===== src/rtl/keycode_pkg.sv =====
// keycode_pkg: PS/2 set-2 scan codes, game-key bit indices,
// prefix FSM states and the (code, extended) -> bit lookup.
package keycode_pkg;

  localparam int FB_JUMP_BIT  = 6;
  localparam int FB_LEFT_BIT  = 5;
  localparam int FB_RIGHT_BIT = 4;
  localparam int IG_JUMP_BIT  = 2;
  localparam int IG_LEFT_BIT  = 1;
  localparam int IG_RIGHT_BIT = 0;

  localparam logic [7:0] SC_EXT   = 8'hE0;
  localparam logic [7:0] SC_BREAK = 8'hF0;
  localparam logic [7:0] SC_UP    = 8'h75;
  localparam logic [7:0] SC_LEFT  = 8'h6B;
  localparam logic [7:0] SC_RIGHT = 8'h74;
  localparam logic [7:0] SC_W     = 8'h1D;
  localparam logic [7:0] SC_A     = 8'h1C;
  localparam logic [7:0] SC_D     = 8'h23;
  localparam logic [7:0] SC_ERR0  = 8'h00;
  localparam logic [7:0] SC_ERR1  = 8'hFF;

  typedef enum logic [1:0] {
    IDLE,
    EXT,
    BREAK,
    EXT_BREAK
  } ps2_state_t;

  typedef struct packed {
    logic       hit;
    logic [2:0] idx;
  } key_hit_t;

  function automatic key_hit_t map_code(
    input logic [7:0] code,
    input logic       ext
  );
    key_hit_t r;
    r.hit = 1'b0;
    r.idx = 3'd0;
    if (ext) begin
      case (code)
        SC_UP:    begin r.hit = 1'b1; r.idx = 3'(FB_JUMP_BIT);  end
        SC_LEFT:  begin r.hit = 1'b1; r.idx = 3'(FB_LEFT_BIT);  end
        SC_RIGHT: begin r.hit = 1'b1; r.idx = 3'(FB_RIGHT_BIT); end
        default:  ;
      endcase
    end else begin
      case (code)
        SC_W:    begin r.hit = 1'b1; r.idx = 3'(IG_JUMP_BIT);  end
        SC_A:    begin r.hit = 1'b1; r.idx = 3'(IG_LEFT_BIT);  end
        SC_D:    begin r.hit = 1'b1; r.idx = 3'(IG_RIGHT_BIT); end
        default: ;
      endcase
    end
    return r;
  endfunction

endpackage


===== src/rtl/ps2_keycode_encoder.sv =====
// ps2_keycode_encoder: scan-code byte stream -> held-key bitmask.
// Ports: Clk, Reset, scan_valid/scan_code, clear -> keycode, keycode_changed, prefix_pending.
module ps2_keycode_encoder
  import keycode_pkg::*;
#(
  parameter int unsigned TIMEOUT_CYCLES = 500000
) (
  input  logic       Clk,
  input  logic       Reset,
  input  logic       scan_valid,
  input  logic [7:0] scan_code,
  input  logic       clear,
  output logic [7:0] keycode,
  output logic       keycode_changed,
  output logic       prefix_pending
);

  localparam int CW = $clog2(TIMEOUT_CYCLES + 1);
  localparam logic [CW-1:0] CNT_LAST = CW'(TIMEOUT_CYCLES - 1);

  ps2_state_t    state_q, state_d;
  logic [CW-1:0] cnt_q, cnt_d;
  logic [7:0]    key_q, key_d;
  logic          chg_q;
  logic          ext, brk;
  key_hit_t      hit;

  always_comb begin
    state_d = state_q;
    key_d   = key_q;
    cnt_d   = cnt_q;
    ext     = (state_q == EXT) || (state_q == EXT_BREAK);
    brk     = (state_q == BREAK) || (state_q == EXT_BREAK);
    hit     = map_code(scan_code, ext);
    if (clear) begin
      state_d = IDLE;
      key_d   = '0;
      cnt_d   = '0;
    end else if (scan_valid) begin
      cnt_d = '0;
      unique case (1'b1)
        (scan_code == SC_EXT):
          state_d = brk ? EXT_BREAK : EXT;
        (scan_code == SC_BREAK):
          state_d = ext ? EXT_BREAK : BREAK;
        default: begin
          state_d = IDLE;
          if (hit.hit)
            key_d[hit.idx] = !brk;
          // error/overrun bytes only mean something outside a prefix
          else if (state_q == IDLE &&
                   (scan_code == SC_ERR0 ||
                    scan_code == SC_ERR1))
            key_d = '0;
        end
      endcase
    end else if (state_q != IDLE) begin
      if (cnt_q == CNT_LAST) begin
        state_d = IDLE;
        cnt_d   = '0;
      end else begin
        cnt_d = cnt_q + CW'(1);
      end
    end else begin
      cnt_d = '0;
    end
  end

  always_ff @(posedge Clk or posedge Reset) begin
    if (Reset) begin
      state_q <= IDLE;
      cnt_q   <= '0;
      key_q   <= '0;
      chg_q   <= 1'b0;
    end else begin
      state_q <= state_d;
      cnt_q   <= cnt_d;
      key_q   <= key_d;
      chg_q   <= (key_d != key_q);
    end
  end

  assign keycode         = key_q;
  assign keycode_changed = chg_q;
  assign prefix_pending  = (state_q != IDLE);

endmodule


===== config.mk =====
export PLATFORM = sky130hd
export DESIGN_NAME = ps2_keycode_encoder
export DESIGN_NICKNAME = d
export VERILOG_FILES = /design/src/rtl/keycode_pkg.sv /design/src/rtl/ps2_keycode_encoder.sv
export SDC_FILE = /design/constraint.sdc
export NUM_CORES = 1
export LEC_CHECK = 0
export BUFFER_PORTS_ARGS = -buffer_cell sky130_fd_sc_hd__buf_2
export CAP_MARGIN = 25
export CORE_ASPECT_RATIO = 0.75
export CORE_MARGIN = 5
export CORE_UTILIZATION = 54
export CTS_BUF_LIST = sky130_fd_sc_hd__clkbuf_8
export CTS_CLUSTER_DIAMETER = 100
export DETAILED_ROUTE_END_ITERATION = 8
export GPL_TIMING_DRIVEN = 0
export PLACE_DENSITY_LB_ADDON = 0.08
export SYNTH_ARGS = -nofsm -noshare
export SYNTH_HDL_FRONTEND = slang
export SYNTH_SLANG_ARGS = --single-unit

===== constraint.sdc =====
create_clock -name Clk -period 1.8 [get_ports Clk]
set_input_delay 0.45 -clock Clk [delete_from_list [all_inputs] [get_ports Clk]]
set_output_delay 0.45 -clock Clk [all_outputs]
set_load 0.02 [all_outputs]

# == After elaboration in Yosys (flattened, before gate mapping) ==
# Index checks and enable logic that the tools add are counted.
# word_totals
latch_bits,0
ff_bits,30
output_inout_bits,10
mem_count,0
ramBits,0
mem_bits_ro,0
wordCells,56
# op_classes
shifts,0
muxes,22
add_sub_neg,1
bitwise,0
n_lt_le_gt_ge,2
reduce_logical,13
mul,0
eq_ne,14
n_div,0
# op_table
operator,n
2-to-1 mux 19 bit,4
2-to-1 mux 8 bit,5
"equality test 8 x 7 -> 1 bit, second input constant",3
"equality test 8 bit, second input constant",3
case mux 4 bit (3 select lines),2
"adder 19 x 1 -> 19 bit, second input constant",1
"equality test 19 bit, second input constant",1
"equality test 8 x 5 -> 1 bit, second input constant",2
2-to-1 mux 2 bit,5
bitwise mux 8 bit,1
"equality test 8 x 6 -> 1 bit, second input constant",1
logical NOT 8 bit,1
inequality test 8 bit,1
nonzero test 3 bit,2
"equality test 2 bit, second input constant",2
"< comparator 3 x 4 -> 1 bit, second input constant",1
2-to-1 mux 4 bit,1
case mux 2 bit (2 select lines),1
demux 1 bit (select 3 bit),1
">= comparator 3 x 1 -> 1 bit, second input constant",1
logical OR 1 bit,3
"equality test 2 x 1 -> 1 bit, second input constant",1
logical AND 1 bit,2
logical NOT 2 bit,1
other kinds (5),6

# == Longest topological paths before layout ==
# depth
ltp_word,13
mapped_depth,8
mapped_depth_nobuf,7

# == Worst setup path after synthesis ==
# No wires, ideal clock.
# synth_timing
kind,input port to flip-flop
from,input port scan_code[2]
to,"register chg_q, in the netlist keycode_changed"
setup_time_ps,71
arrival_time_ps,1893
cell_stages,6
required_ps,1729
path_slack_ps,-164
n_path_buf,0
path_cell_list,or4b_4 -> o21a_4 -> a2bb2oi_4 -> o21ai_2 -> or3_1 -> nand4_1
# synth_via
elab_chain_cells,13
elab_cells_between_ends,28
cone_classes,order compare (2); eq/ne (10); mux (11); reduce/logical (5)
# synth_rtl
element,line,text
start: declaration,ps2_keycode_encoder.sv:11,"input logic [7:0] scan_code,"
"equality test 8 x 6 -> 1 bit, or another cell as far along",keycode_pkg.sv:50,case (code)
case mux 4 bit (3 select lines) (on tied branches),"keycode_pkg.sv:50, keycode_pkg.sv:43",
2-to-1 mux 4 bit,keycode_pkg.sv:42,if (ext) begin
< comparator 3 x 4 -> 1 bit (implied by the code) / >= comparator 3 x 1 -> 1 bit (equally long branches),ps2_keycode_encoder.sv:49,key_d[hit.idx] = !brk;
logical AND 1 bit (implied by the code),ps2_keycode_encoder.sv:49,
2-to-1 mux 1 bit (implied by the code),ps2_keycode_encoder.sv:49,
demux 1 bit (select 3 bit),ps2_keycode_encoder.sv:49,
bitwise mux 8 bit,ps2_keycode_encoder.sv:49,
2-to-1 mux 8 bit,ps2_keycode_encoder.sv:48,if (hit.hit)
2-to-1 mux 8 bit (*),ps2_keycode_encoder.sv:41,unique case (1'b1)
2-to-1 mux 8 bit (*),ps2_keycode_encoder.sv:39,end else if (scan_valid) begin
2-to-1 mux 8 bit (*),ps2_keycode_encoder.sv:35,if (clear) begin
inequality test 8 bit (*),ps2_keycode_encoder.sv:79,chg_q <= (key_d != key_q);
end signal: assignment,ps2_keycode_encoder.sv:79,
end: declaration,ps2_keycode_encoder.sv:24,logic chg_q;
# Every way passes the cells marked *; elsewhere a longest branch is shown, timed or not.
# A chain may end at the register's enable or synchronous reset.

# == Worst setup path after layout ==
# layout_timing
from,input port scan_code[7]
to,"register chg_q, in the netlist keycode_changed"
# The elaborated chain is that of the path after synthesis.

==> metrics.txt <==
layout cell share with drive strength beyond 1=0.2727; synthesis warning total=0; largest net degree at the start of global routing=24; TritonCTS clock tree=done; Hold Vio Cnt, Final=0; sequential cell area fraction in the yosys report=0.3989; Nets=254; Initial Util=0.5646; Worst Skew=7.292 ps; Post-Syn Area=0.001882 mm²; Inst Count DP=270; setup violators final=3; via/cell ratio=6.057; fmax=539.2 MHz; area occupied by multi-input gates=0.001180 mm²; slowest CP cell=or4b_4; drt drc=0; die height=61.13 µm; die footprint=0.004778 mm²; drt pass-1 iters=4; Max Cap Violations=0; Synth top area share=0.3989; leakage=0.0009579 µW; GR Overflow Total=0; Worst IR Drop VDD=0.4778 mV; Max-slew headroom=0.5790; H-tree levels=2; Post-DP HPWL=3450 µm; CP Data Required Time=2020 ps; crit path buf inv count=1; Post-synth EDFFs=0; crit-path cells=buf_8 -> or4b_4 -> o21a_4 -> a2bb2oi_4 -> o21ai_4 -> or3_1 -> nand4_1; Routed WL per cell=16.95 µm; syn avg cell area=8.919 µm²; CP max stage delay=550 ps; worst-skew pair later-pin latency=280 ps; final non-filler cell total=282; ys flop type=dfrtp_1; P&R area growth vs syn=23.34%; final worst path period share=1.030; worst min path class=input port to asynchronous set/reset pin; placer congestion estimate=0.9581; site row count=18; CTS root buffer=clkbuf_8; vias in the first global route=1566; die width=78.17 µm; crit path max fanout=6; top cell family by delay on the critical path=simple AND/OR/NAND/NOR gates; worst reg-to-reg setup slack=0 ps; post-route ant nets=0; status=finished, violations left; async set-reset flop share out of synthesis=1.000; Arr. time, crit path=2070 ps; vias=1708; PortBufs=18; # diodes=0; CP Class=input port to register; synth unique cells=52; I/O pins=22; failing checks=setup timing; Power per Cell Area=581.7 mW/mm²; Yosys reg bits=30; slack of the critical path=-54.62 ps; Core Area=0.003333 mm²; minimum clock period=1855 ps; Synth Instances=211; final WL=4781 µm; Fill cells=266; first-pass GRT wire length=7852 µm; clock slew at reported path FFs=70 ps; top cells by area, synth=dfrtp_1 (40%), nor2_1 (6.6%), xnor2_1 (4.7%); Critical Path End Type=register; Tot Pwr=1350 µW; initial antenna violation count=0; initial DRC count=203; clk sink count=30; fin. max-slew vios=0; area leader, netlist=dfrtp_1; all-layer global routing usage=0.2146; Setup crit start kind=input port; Post-CTS Hold Fix Bufs=0; Hold WS=125.3 ps; syn nets=224; CTS max path bufs=2; FF/Latch Area=750.7 µm²; RSZ-0062 raised after global routing=yes; CTS buffer count=5; worst slew pin tran=630.1 ps; worst slack at placement=-471.3 ps
[worst reg2reg max path, stage by stage (launching register included)]
cell and delay, ps:
dfrtp_1 440, clkbuf_4 240, nand2_1 110, a211oi_4 310, nand3_1 150, o211ai_1 140, a41o_2 220, nand4_1 80
[sequential cells by signal, indices dropped and copies added (netlist names)]
signal,count
keycode_changed,1
keycode,8
cnt_q,19
state_q,2
[metrics by stage]
step | area (µm²) | setup TNS [ps] | utilization
6_report | 2321 | -70.05 | 0.6963
5_1_grt | 2321 | -564.8 | 0.6963
3_5_place_dp | 2068 | -5174 | 0.6205
2_1_floorplan | 1901 | -444.6 | -
4_1_cts | 2193 | -61.12 | 0.6580
3_3_place_gp | 2041 | -4487 | 0.6122
[path summary, 6_finish.rpt]
| check | startpoint | endpoint | cells after the start |
|---|---|---|---|
| worst min register to register | cnt_q[0]$_DFF_PP0_ | cnt_q[0]$_DFF_PP0_ | 1 |
| max in group asynchronous | Reset | cnt_q[9]$_DFF_PP0_ | 3 |
| worst max-delay path | scan_code[7] | keycode_changed$_DFF_PP0_ | 7 |
| min in group Clk | scan_code[4] | state_q[0]$_DFFE_PP0P_ | 2 |
| worst max register to register | state_q[0]$_DFFE_PP0P_ | keycode_changed$_DFF_PP0_ | 7 |
| worst min-delay path | Reset | keycode[4]$_DFF_PP0_ | 2 |
[layout make-up]
type | count | share of cell area
multi-input cells | 168 | 0.5084
flip-flops and latches | 30 | 0.3234
clock inverters | 2 | 0.003774
inverters | 7 | 0.01132
well taps | 40 | 0.02156
clock buffers | 6 | 0.03558
repair buffers | 23 | 0.07601
plain buffers | 6 | 0.01995
[repair_timing]
action,in CTS,in global routing
gates cloned,0,1
hold endpoints to repair,0,0
pin swaps,6,11
setup endpoints to repair,17,19
gates resized for setup,13,30
buffers inserted,1,3
[layer usage]
layer  global-route usage  vias up  wire, µm
met4              0.05985        0        46
met3              0.04532        7       344
met1               0.3293      810      2374
li1                     -      823         -
met5                    0        -         0
met2               0.3061       68      2015
[placed cells by master (no fill, tap or decap), types with 6 or more instances in the layout]
master	synthesis	routed
nor2_1	33	31
dfrtp_1	30	30
nand2_1	15	15
buf_2	0	14
nand3_1	12	11
a21oi_1	12	11
xnor2_1	10	10
nand4_1	9	9
inv_1	7	8
clkbuf_8	0	7
xor2_1	7	7
o21ai_0	11	6
[cell usage after synthesis (2+ instances only)]
cell type	count
a41o_1	2
xnor2_1	10
a31o_2	2
nor2b_1	2
nand2b_1	2
nor2_1	33
nand3b_1	2
nor4_1	4
inv_1	7
clkbuf_2	2
clkbuf_1	4
and3_1	4
a21oi_1	12
dfrtp_1	30
or2_2	2
xor2_1	7
o211ai_1	2
and2_1	4
nand3_1	12
and4_1	2
nand2_1	15
nand4_1	9
o21ai_0	11
nor4b_1	3
[logic make-up after synthesis]
family	count (synthesis)	synth area share
buf+inv	14	0.03192
flops	30	0.3989
fa+ha+maj	1	0.006648
simple gates	106	0.3178
xor+xnor	17	0.07912
compound gates	43	0.1656
[report_power, final]
group          switching, µW  internal, µW  leakage, µW
logic                   69.0          43.0     0.000486
registers              0.355           674     0.000419
clock network            261           302    0.0000524
Power figures use the tool's default switching activity.
